### src/rtl/im2_responder.sv
// im2_responder: IM2 interrupt-acknowledge responder that drives the vector byte and snoops RETI.
// Define IM2RESP_RETI_EN to enable in-service tracking and nested priority masking.
module im2_responder #(
  parameter int         NSRC        = 4,
  parameter logic [7:0] VECTOR_BASE = 8'hF0
) (
  input  logic            clk28,
  input  logic            rst_n,
  input  logic            clkcpu_ck,
  input  logic            bus_m1,
  input  logic            bus_iorq,
  input  logic            bus_rd,
  input  logic [7:0]      bus_d_in,
  input  logic [NSRC-1:0] req,
  output logic            n_int_ext,
  output logic            vector_oe,
  output logic [7:0]      vector,
  output logic [NSRC-1:0] ack,
  output logic [NSRC-1:0] in_service
);
  typedef enum logic {ACK_IDLE, ACK_DRIVE} ack_t;
  ack_t r_ack_st, w_ack_nx;
  logic [NSRC-1:0] r_req_q, r_pend, w_rise, w_elig, w_take, w_lo;
  logic [2:0] w_idx;
  logic r_inta_q, w_inta, w_start;
  assign w_inta = bus_m1 & bus_iorq;
  assign w_rise = req & ~r_req_q;
  // Lowest set in_service bit is the active level; only lower indices may interrupt it.
  assign w_lo   = in_service & (~in_service + NSRC'(1));
  assign w_elig = r_pend & (w_lo - NSRC'(1));
  assign w_start = (r_ack_st == ACK_IDLE) & w_inta & ~r_inta_q & (|w_elig);
  always_comb begin
    w_idx = '0;
    for (int i = NSRC - 1; i >= 0; i--) if (w_elig[i]) w_idx = 3'(i);
  end
  assign w_take = w_start ? (NSRC'(1) << w_idx) : '0;
  always_comb w_ack_nx = (r_ack_st == ACK_IDLE) ? (w_start ? ACK_DRIVE : ACK_IDLE) : (w_inta ? ACK_DRIVE : ACK_IDLE);
  always_ff @(posedge clk28) begin
    if (!rst_n) r_ack_st <= ACK_IDLE;
    else r_ack_st <= w_ack_nx;
  end
  assign vector_oe = (r_ack_st == ACK_DRIVE);
  // Tracks req through reset so a level held across reset is not a new request.
  always_ff @(posedge clk28) r_req_q <= req;
  always_ff @(posedge clk28) begin
    if (!rst_n) begin
      r_pend    <= '0;
      r_inta_q  <= 1'b0;
      n_int_ext <= 1'b1;
      vector    <= VECTOR_BASE;
      ack       <= '0;
    end else begin
      r_pend   <= (r_pend & ~w_take) | w_rise;
      r_inta_q <= w_inta;
      ack      <= w_take;
      if (clkcpu_ck) n_int_ext <= ~|w_elig;
      if (w_start) vector <= VECTOR_BASE | {4'b0000, w_idx, 1'b0};
    end
  end
`ifdef IM2RESP_RETI_EN
  typedef enum logic {R_IDLE, R_ED} reti_t;
  reti_t r_reti_st, w_reti_nx;
  logic r_fetch_q, w_fetch, w_end, w_rel;
  logic [7:0] r_op;
  logic [NSRC-1:0] r_isv;
  assign w_fetch = bus_m1 & bus_rd & ~bus_iorq;
  assign w_end   = r_fetch_q & ~w_fetch;
  always_comb begin
    w_reti_nx = r_reti_st;
    w_rel     = 1'b0;
    if (w_end) begin
      w_reti_nx = (r_op == 8'hED) ? R_ED : R_IDLE;
      w_rel     = (r_reti_st == R_ED) & (r_op == 8'h4D);
    end
  end
  always_ff @(posedge clk28) begin
    if (!rst_n) r_reti_st <= R_IDLE;
    else r_reti_st <= w_reti_nx;
  end
  always_ff @(posedge clk28) begin
    if (!rst_n) begin
      r_fetch_q <= 1'b0;
      r_isv     <= '0;
    end else begin
      r_fetch_q <= w_fetch;
      r_isv     <= (r_isv & ~(w_rel ? w_lo : '0)) | w_take;
    end
  end
  // Last byte seen during the fetch is the opcode.
  always_ff @(posedge clk28) if (w_fetch) r_op <= bus_d_in;
  assign in_service = r_isv;
`else
  logic w_unused;
  assign w_unused   = ^{bus_rd, bus_d_in};
  assign in_service = '0;
`endif
endmodule

### config.mk
export PLATFORM = sky130hd
export DESIGN_NAME = im2_responder
export DESIGN_NICKNAME = d
export VERILOG_FILES = /design/src/rtl/im2_responder.sv
export SDC_FILE = /design/constraint.sdc
export NUM_CORES = 1
export LEC_CHECK = 0
export BUFFER_PORTS_ARGS = -buffer_cell sky130_fd_sc_hd__buf_2
export CORE_MARGIN = 2
export CORE_UTILIZATION = 37
export DETAILED_ROUTE_END_ITERATION = 7
export HOLD_SLACK_MARGIN = 0.1
export PLACE_DENSITY = 0.76
export SLEW_MARGIN = 20
export SYNTH_ARGS = -nofsm -noshare
export SYNTH_HDL_FRONTEND = slang
export SYNTH_SLANG_ARGS = --single-unit
### constraint.sdc
create_clock -name clk28 -period 1.1 [get_ports clk28]
set_input_delay 0.22 -clock clk28 [delete_from_list [all_inputs] [get_ports clk28]]
set_output_delay 0.22 -clock clk28 [all_outputs]
set_load 0.005 [all_outputs]
==> results of run 1 <==
worst paths after layout:
| path | startpoint | endpoint | cells after the start |
|---|---|---|---|
| setup / recovery | vector_oe | vector[2] | 3 |
| hold / removal | rst_n | n_int_ext | 2 |
| setup reg to reg | vector_oe | vector[2] | 3 |
| hold reg to reg | n_int_ext | n_int_ext | 2 |
Yosys cell counts:
library cell and count:
dfxtp_1 17, buf_4 10, nor2_1 7, a21oi_1 5
and3_1 3, nand2b_1 3, buf_2 2, conb_1 2
inv_1 2, and3b_1 1, and4_1 1, mux2i_1 1
nand2_1 1, nand4bb_1 1, nor2b_1 1, nor4_2 1
o211ai_1 1, o21a_1 1, o21ai_0 1, o221a_2 1
o31ai_1 1, o41ai_1 1, o41ai_2 1, or2_1 1
sequential cells by signal (all words and copies together), names as in the netlist:
signal	count
ack	4
n_int_ext	1
r_inta_q	1
r_pend	4
r_req_q	4
vector	2
vector_oe	1
logic make-up after synthesis:
family,synth area share (%)
and+or+nand+nor,18.37
DFF,51.52
buffers and inverters,14.02
AOI/OAI and AO/OA,13.45
other,1.137
muxes,1.515
routing by layer:
metal	track usage, %	share of wire (%)	vias to the layer above
li1	-	-	259
met1	14.93	44	242
met2	16.11	47	17
met3	3.529	4.6	4
met4	12.00	4.4	0
met5	0	0	-
cell type report:
class                      count  area, um^2
multi-input combinational     43       304.0
fill                         162       805.8
timing repair buffer          28       190.2
inverter                       2       7.507
sequential                    17       342.8
clock buffer                   4       26.28
tap                           25       31.28
through the flow:
| stage | hold slack [ns] | power [mW] | setup WS (ns) |
|---|---|---|---|
| floorplan | 0.2477 | 0.7747 | -0.03321 |
| global placement | 0.3342 | 0.8111 | -0.07813 |
| detailed placement | 0.3379 | 0.8154 | -0.07761 |
| CTS | 0.1342 | 1.156 | -0.02093 |
| global route | 0.1420 | 1.229 | -0.06260 |
| finish | 0.1408 | 1.173 | -0.02483 |
power by group:
group	switching [mW]	internal, mW
Sequential	0.0161	0.645
Combinational	0.0874	0.0951
Clock	0.188	0.141
what timing repair did:
action,4_1_cts,5_1_grt
endpoints found under the setup margin,8,10
gates resized for setup,2,9
gates cloned,0,0
pin swaps,0,3
hold buffers,4,0
endpoints found under the hold margin,4,0
==> impl_metrics.tcl, run 1 <==
set metrics [dict create \
    ys_ff_latch 17 \
    slowest_stage "dfxtp_2" \
    synth_area_per_cell_um2 10.01 \
    routed_wl_um 1229 \
    grt_first_pass_wirelength_um 1745 \
    cts.reportedPaths.clkPinSlew_ns 0.09 \
    synth_top_area_cell "dfxtp_1" \
    track_usage_pct 12.11 \
    slew_violations 0 \
    dpl.hpwl_um 809.4 \
    setup_viol_count_final 2 \
    finalWeightedCongestion 0.7600 \
    nets 113 \
    die_h_um 46.26 \
    max_freq_mhz 889.0 \
    peakVddDrop_mv 0.8005 \
    htree_levels 1 \
    layout_common_cells "dfxtp_1, buf_2, conb_1, buf_4" \
    fin_cells 119 \
    synthCells 66 \
    drtAntennaViolNets 0 \
    start_util_pct 38.68 \
    rows 15 \
    ctsRootBufferMaster "clkbuf_4" \
    cts_made_buffers 3 \
    layout_min_cycle_time_ns 1.125 \
    period_share_pct 102.3 \
    cpPeakStageDelay_ns 0.33 \
    fin_area_um2 902.1 \
    fp.dieW_um 46.26 \
    placed_area_um2 778.2 \
    setup.worst_path.end_class "flop" \
    clock-sinks 17 \
    crit_buf_inv 1 \
    crit_required_ns 1.29 \
    grt_pass1_vias 411 \
    hold_class "in -> reg" \
    ys_types 24 \
    synth_top_area_share_pct 51.52 \
    leakage_nw 0.4236 \
    cts_setup_buffers 0 \
    cts.path.max_buffers 2 \
    drv_cap 0 \
    die_area_um2 2140 \
    seq_area_frac_synth_pct 51.52 \
    io_pins 36 \
    n_antenna_cell 0 \
    critPathLaunchType "flop" \
    crit_chain "nand4bb_4, buf_6, o221a_2" \
    cp_top_family "flip-flops" \
    dp.cells 111 \
    cts_tree "yes" \
    antenna_found_initial 0 \
    core_um2 1708 \
    rsz0062_at_grt "true" \
    finalHoldViolations 0 \
    tns_ns -0.03243 \
    clk_latency_ns 0.29 \
    syn-cell-area_um2 660.6 \
    post-route-drc-count 0 \
    post_drt_wl_per_cell_um 10.33 \
    fin_skew_ns 0.0005510 \
    drt_first_pass_iters 3 \
    vias 522 \
    cp_max_fo 5 \
    layout_setup_ws_ns -0.02483 \
    violations "setup timing" \
    synthTopCellsByArea "dfxtp_1, buf_4, nor2_1" \
    dr.first_iter.drc_count 6 \
    grt-ovfl-total 0 \
    layout-drive-gt1-share_pct 39.36 \
    reg2reg_slack_ns -0.02 \
    synthToLayoutAreaGrowth_pct 36.55 \
    power_density_nw_per_um2 1300 \
    numPortBuffers 16 \
    status "complete, but fails checks" \
    finish.utilization_pct 52.82 \
    viasPerCell 4.387 \
    cp.arrival_ns 1.31 \
    path_class "reg -> reg" \
    yosysWarnings 0 \
    grt_max_degree 10 \
]
(Power assumes the default switching activity.)
==> run 2, diff against run 1 <==
--- a/config.mk
+++ b/config.mk
@@ -7,10 +7,12 @@
 export LEC_CHECK = 0
 export BUFFER_PORTS_ARGS = -buffer_cell sky130_fd_sc_hd__buf_2
 export CORE_MARGIN = 2
-export CORE_UTILIZATION = 37
+export CORE_UTILIZATION = 40
+export CTS_BUF_LIST = sky130_fd_sc_hd__clkbuf_2 sky130_fd_sc_hd__clkbuf_4 sky130_fd_sc_hd__clkbuf_8
 export DETAILED_ROUTE_END_ITERATION = 7
+export GPL_ROUTABILITY_DRIVEN = 0
 export HOLD_SLACK_MARGIN = 0.1
-export PLACE_DENSITY = 0.76
+export PLACE_DENSITY = 0.81
 export SLEW_MARGIN = 20
 export SYNTH_ARGS = -nofsm -noshare
 export SYNTH_HDL_FRONTEND = slang
==> run 2 against run 1 <==
- the run still ends with setup timing left
- flip-flop and latch count did not move
- core utilization rose by 2.9 points
- clock power rose by 5%
- register-to-register slack got worse by 0.07 ns
- die area fell by 6.9%
- routed wire length fell by 12%
- final area fell by 5.8%
- worst setup slack got worse by 0.070 ns
- critical path type unchanged
==> impl_metrics.tcl, run 2 (synthesis results as in run 1) <==
set metrics [dict create \
    layout_common_cells "dfxtp_1, buf_2, conb_1, nor2_1, buf_4" \
    track_usage_pct 12.65 \
    dp_slack_ns -0.08667 \
    antenna_found_initial 0 \
    start_util_pct 43.35 \
    cts_made_buffers 3 \
    layout-drive-gt1-share_pct 34.41 \
    p_seq_share_pct 57.2 \
    rsz0062_at_grt "true" \
    setup.worst_path.end_class "flop" \
    grt-ovfl-total 0 \
    layout_setup_ws_ns -0.09517 \
    violations "setup timing" \
    register_area_um2 342.8 \
    reg2reg_depth 4 \
    grt_max_degree 10 \
    fin_cells 109 \
    grt_first_pass_wirelength_um 1766 \
    max_freq_mhz 836.7 \
    io_pins 36 \
    power_density_nw_per_um2 1368 \
    rows 14 \
    crit_end "vector[1]" \
    drt_first_pass_iters 4 \
    crit_required_ns 1.29 \
    path_class "reg -> reg" \
    cp_max_fo 8 \
    routed_wl_um 1081 \
    fillerInstances 136 \
    crit_start "r_inta_q" \
    post-route-drc-count 0 \
    placed_area_um2 759.5 \
    power.internal_uw 891.3 \
    die_area_um2 1993 \
    cp.arrival_ns 1.39 \
    fin_skew_ns 0.003440 \
    critPathLaunchType "flop" \
    core_um2 1524 \
    ctsRootBufferMaster "clkbuf_4" \
    cts_tree "yes" \
    vias 492 \
    post_drt_wl_per_cell_um 9.917 \
    multiInputGateArea_um2 266.5 \
    peakVddDrop_mv 0.5647 \
    period_share_pct 108.7 \
    numPortBuffers 16 \
    switching_share_pct 23.31 \
    pwr-share-clk_pct 29.9 \
    finish.utilization_pct 55.75 \
    slew_violations 0 \
    reg2reg_slack_ns -0.1 \
    cts.path.max_buffers 2 \
    setup_viol_count_final 4 \
    clock-sinks 17 \
    dr.first_iter.drc_count 9 \
    hold_class "in -> reg" \
    viasPerCell 4.514 \
    die_h_um 44.64 \
    drtAntennaViolNets 0 \
    whs_ns 0.1516 \
    cts.reportedPaths.clkPinSlew_ns 0.09 \
    nets 112 \
    leakage_nw 0.4157 \
    fp.dieW_um 44.64 \
    n_antenna_cell 0 \
    grt_pass1_vias 441 \
    largestRegisters "ack x4, r_pend x4, r_req_q x4" \
    clk_latency_ns 0.28 \
    drv_cap 0 \
    htree_levels 1 \
    synthToLayoutAreaGrowth_pct 28.60 \
    reg2reg_from "r_inta_q" \
    cts_setup_buffers 0 \
    finalHoldViolations 0 \
    p_switching_uw 271.0 \
    dpl.hpwl_um 780.7 \
    layout_min_cycle_time_ns 1.195 \
    p_comb_share_pct 12.9 \
    dp.cells 101 \
    status "complete, but fails checks" \
    timing.rr.end "vector[1]" \
    fin_area_um2 849.6 \
]
run 2: cell count changes in the layout (fill, tap and decap cells not counted), sizes merged:
cell	before	now
buf	24	23
run 2: worst min-delay path by stage:
stage               depth (start not counted)    from  slack, ns          to
CTS                                         2   rst_n       0.14   n_int_ext
global placement                            1  req[0]       0.34  r_req_q[0]
global route                                2   rst_n       0.16   n_int_ext
floorplan                                   0  req[0]       0.25  r_req_q[0]
finish                                      2   rst_n       0.15   n_int_ext
detailed placement                          1  req[0]       0.34  r_req_q[0]
run 2: power by group through the flow:
stage	clock network [mW]	registers (mW)	logic [mW]
floorplan	0	0.676	0.0989
global route	0.400	0.669	0.171
CTS	0.368	0.661	0.145
global placement	0	0.674	0.128
finish	0.347	0.665	0.150
detailed placement	0	0.675	0.132
run 2: area by class of cell:
type / instances / area share (%)
Inverter: 2 / 0.8837
Timing Repair Buffer: 27 / 21.50
Tap cell: 16 / 2.356
Multi-Input combinational cell: 43 / 31.37
Clock buffer: 4 / 3.535
Sequential cell: 17 / 40.35
run 2: critical path, cell delays in order, from the launching register on:
cell       delay (ns)
dfxtp_1          0.32
nand4bb_1        0.21
buf_6            0.16
or2_1            0.23
o41ai_2          0.19
run 2: what timing repair did:
| action | 4_1_cts | 5_1_grt |
|---|---|---|
| hold endpoints to repair | 4 | 0 |
| hold buffers | 4 | 0 |
| cloned | 0 | 0 |
| endpoints found under the setup margin | 5 | 9 |
| pin swaps | 1 | 1 |
| resized for setup | 2 | 3 |
run 2: per-layer routing:
metal / routed length (um) / up-vias / global-route usage [%]
li1: - / 257 / -
met4: 14 / 0 / 9.091
met2: 529 / 22 / 21.74
met5: 0 / - / 0
met3: 85 / 2 / 3.673
met1: 451 / 211 / 12.88
run 2: metrics by stage:
step	setup TNS [ns]	power, mW
finish	-0.1617	1.162
global route	-0.4832	1.240
CTS	-0.1889	1.173
detailed placement	-0.1718	0.8073
global placement	-0.06351	0.8018
floorplan	-0.03321	0.7747
==> run 3, diff against run 2 <==
==> config.mk (replaced) <==
export PLATFORM = sky130hd
export DESIGN_NAME = im2_responder
export DESIGN_NICKNAME = d
export VERILOG_FILES = /design/src/rtl/im2_responder.sv
export SDC_FILE = /design/constraint.sdc
export NUM_CORES = 1
export LEC_CHECK = 0
export BUFFER_PORTS_ARGS = -buffer_cell sky130_fd_sc_hd__buf_2
export CELL_PAD_IN_SITES_DETAIL_PLACEMENT = 1
export CELL_PAD_IN_SITES_GLOBAL_PLACEMENT = 2
export CORE_ASPECT_RATIO = 2
export CORE_MARGIN = 2
export CORE_UTILIZATION = 21
export CTS_BUF_LIST = sky130_fd_sc_hd__clkbuf_16
export DETAILED_ROUTE_END_ITERATION = 7
export GPL_ROUTABILITY_DRIVEN = 0
export GPL_TIMING_DRIVEN = 0
export HOLD_SLACK_MARGIN = 0.1
export PLACE_DENSITY = 0.76
export SLEW_MARGIN = 20
export SYNTH_ARGS = -nofsm -noshare
export SYNTH_HDL_FRONTEND = slang
export SYNTH_SLANG_ARGS = --single-unit
==> run 3 against run 2 <==
- the flow still finishes with violations (setup timing)
- combinational power increased by 23%
- maximum frequency decreased by 1.3%
- register-to-register slack got worse by 0.02 ns
- global-route usage fell by 3.9 points
- largest power group is now clock
==> impl_metrics.tcl, run 3 (synthesis results as in run 1) <==
set metrics [dict create \
    status "complete, but fails checks" \
    violations "setup timing" \
    routed_wl_um 1444 \
    layout-drive-gt1-share_pct 43.56 \
    grt-ovfl-total 0 \
    antenna_found_initial 0 \
    rsz0062_at_grt "true" \
    drv_cap 0 \
    layout_commonest_cell "buf_2" \
    layout_min_cycle_time_ns 1.211 \
    numPortBuffers 16 \
    max_freq_mhz 825.9 \
    post-route-drc-count 0 \
    placed_area_um2 812.0 \
    layout_setup_ws_ns -0.1108 \
    dpl.hpwl_um 1006 \
    n_antenna_cell 0 \
    cts_made_buffers 3 \
    grt_pass1_vias 543 \
    cp.arrival_ns 1.37 \
    rows 28 \
    dr.first_iter.drc_count 13 \
    ctsRootBufferMaster "clkbuf_16" \
    leakage_nw 0.4818 \
    slew_violations 0 \
    fp.dieW_um 43.66 \
    vias 561 \
    cts.path.max_buffers 2 \
    setup_viol_count_final 4 \
    cp_max_fo 8 \
    power_density_nw_per_um2 1570 \
    layout_common_cells "buf_2, buf_4, dfxtp_1, conb_1, nor2_1" \
    grt_max_degree 10 \
    core_um2 2978 \
    drtAntennaViolNets 0 \
    synthToLayoutAreaGrowth_pct 52.65 \
    die_area_um2 3638 \
    cts.reportedPaths.clkPinSlew_ns 0.05 \
    finalHoldViolations 0 \
    post_drt_wl_per_cell_um 11.02 \
    start_util_pct 22.18 \
    drt_first_pass_iters 2 \
    dp_slack_ns -0.1397 \
    period_share_pct 110.1 \
    finish.utilization_pct 33.87 \
    nets 120 \
    viasPerCell 4.282 \
    dp.cells 120 \
    largestRegisters "ack x4, r_pend x4, r_req_q x4" \
    grt_first_pass_wirelength_um 2318 \
    setup.worst_path.end_class "flop" \
    cts_tree "yes" \
    fin_cells 131 \
    track_usage_pct 8.701 \
    fin_skew_ns 0.003132 \
    die_h_um 83.32 \
    clk_latency_ns 0.25 \
    io_pins 36 \
    path_class "reg -> reg" \
    clock-sinks 17 \
    critPathLaunchType "flop" \
    hold_class "in -> reg" \
    fin_area_um2 1008 \
    htree_levels 1 \
    peakVddDrop_mv 0.8793 \
    crit_required_ns 1.25 \
]
## run 3: timing repair
| item | 4_1_cts | 5_1_grt |
|---|---|---|
| pin swaps | 2 | 5 |
| setup buffers | 1 | 3 |
| setup endpoints to repair | 6 | 9 |
| cloned | 0 | 0 |
| hold buffers | 4 | 0 |
| endpoints found under the hold margin | 4 | 0 |
| resized for setup | 4 | 7 |
## run 3: power breakdown
part	total, mW	internal, mW	switching (mW)	leakage, nW
Sequential	0.675	0.646	0.0294	0.142
Combinational	0.184	0.108	0.0764	0.297
Clock	0.724	0.483	0.241	0.0423
Total	1.58	1.24	0.347	0.482
## run 3: worst paths after layout
path,start,depth (start not counted),slack [ns],to
max,r_inta_q,4,-0.11,vector[1]
max reg2reg,r_inta_q,4,-0.11,vector[1]
min reg2reg,n_int_ext,2,0.46,n_int_ext
min,clkcpu_ck,3,0.20,n_int_ext
## run 3: through the flow
step | hold slack [ns] | total power [mW] | setup TNS, ns
3_5_place_dp | 0.3367 | 0.8224 | -0.4142
3_3_place_gp | 0.3347 | 0.8166 | -0.3263
6_report | 0.1980 | 1.583 | -0.2488
2_1_floorplan | 0.2477 | 0.7747 | -0.03321
4_1_cts | 0.1889 | 1.567 | -0.2961
5_1_grt | 0.2095 | 1.661 | -0.6052
## run 3: critical path: stages, from the launching register on
cell	delay, ns
dfxtp_2	0.32
nand4bb_4	0.22
buf_6	0.15
or2_1	0.23
o41ai_2	0.19
## run 3: final cells by class
type | instances | area (um^2)
clock buffer | 3 | 75.07
timing repair buffer | 24 | 150.1
fill | 340 | 1969
multi-input combinational | 43 | 297.8
clock inverter | 1 | 3.754
sequential | 17 | 350.3
tap | 30 | 37.54
buffer | 11 | 86.33
inverter | 2 | 7.507
## run 3: routing by layer
| metal | GRT usage, % | vias to the layer above | share of wire (%) |
|---|---|---|---|
| met5 | 0 | - | 0 |
| met4 | 7.438 | 0 | 2.9 |
| met3 | 1.957 | 4 | 5.7 |
| met2 | 14.30 | 19 | 54 |
| met1 | 8.556 | 261 | 37 |
| li1 | - | 277 | - |
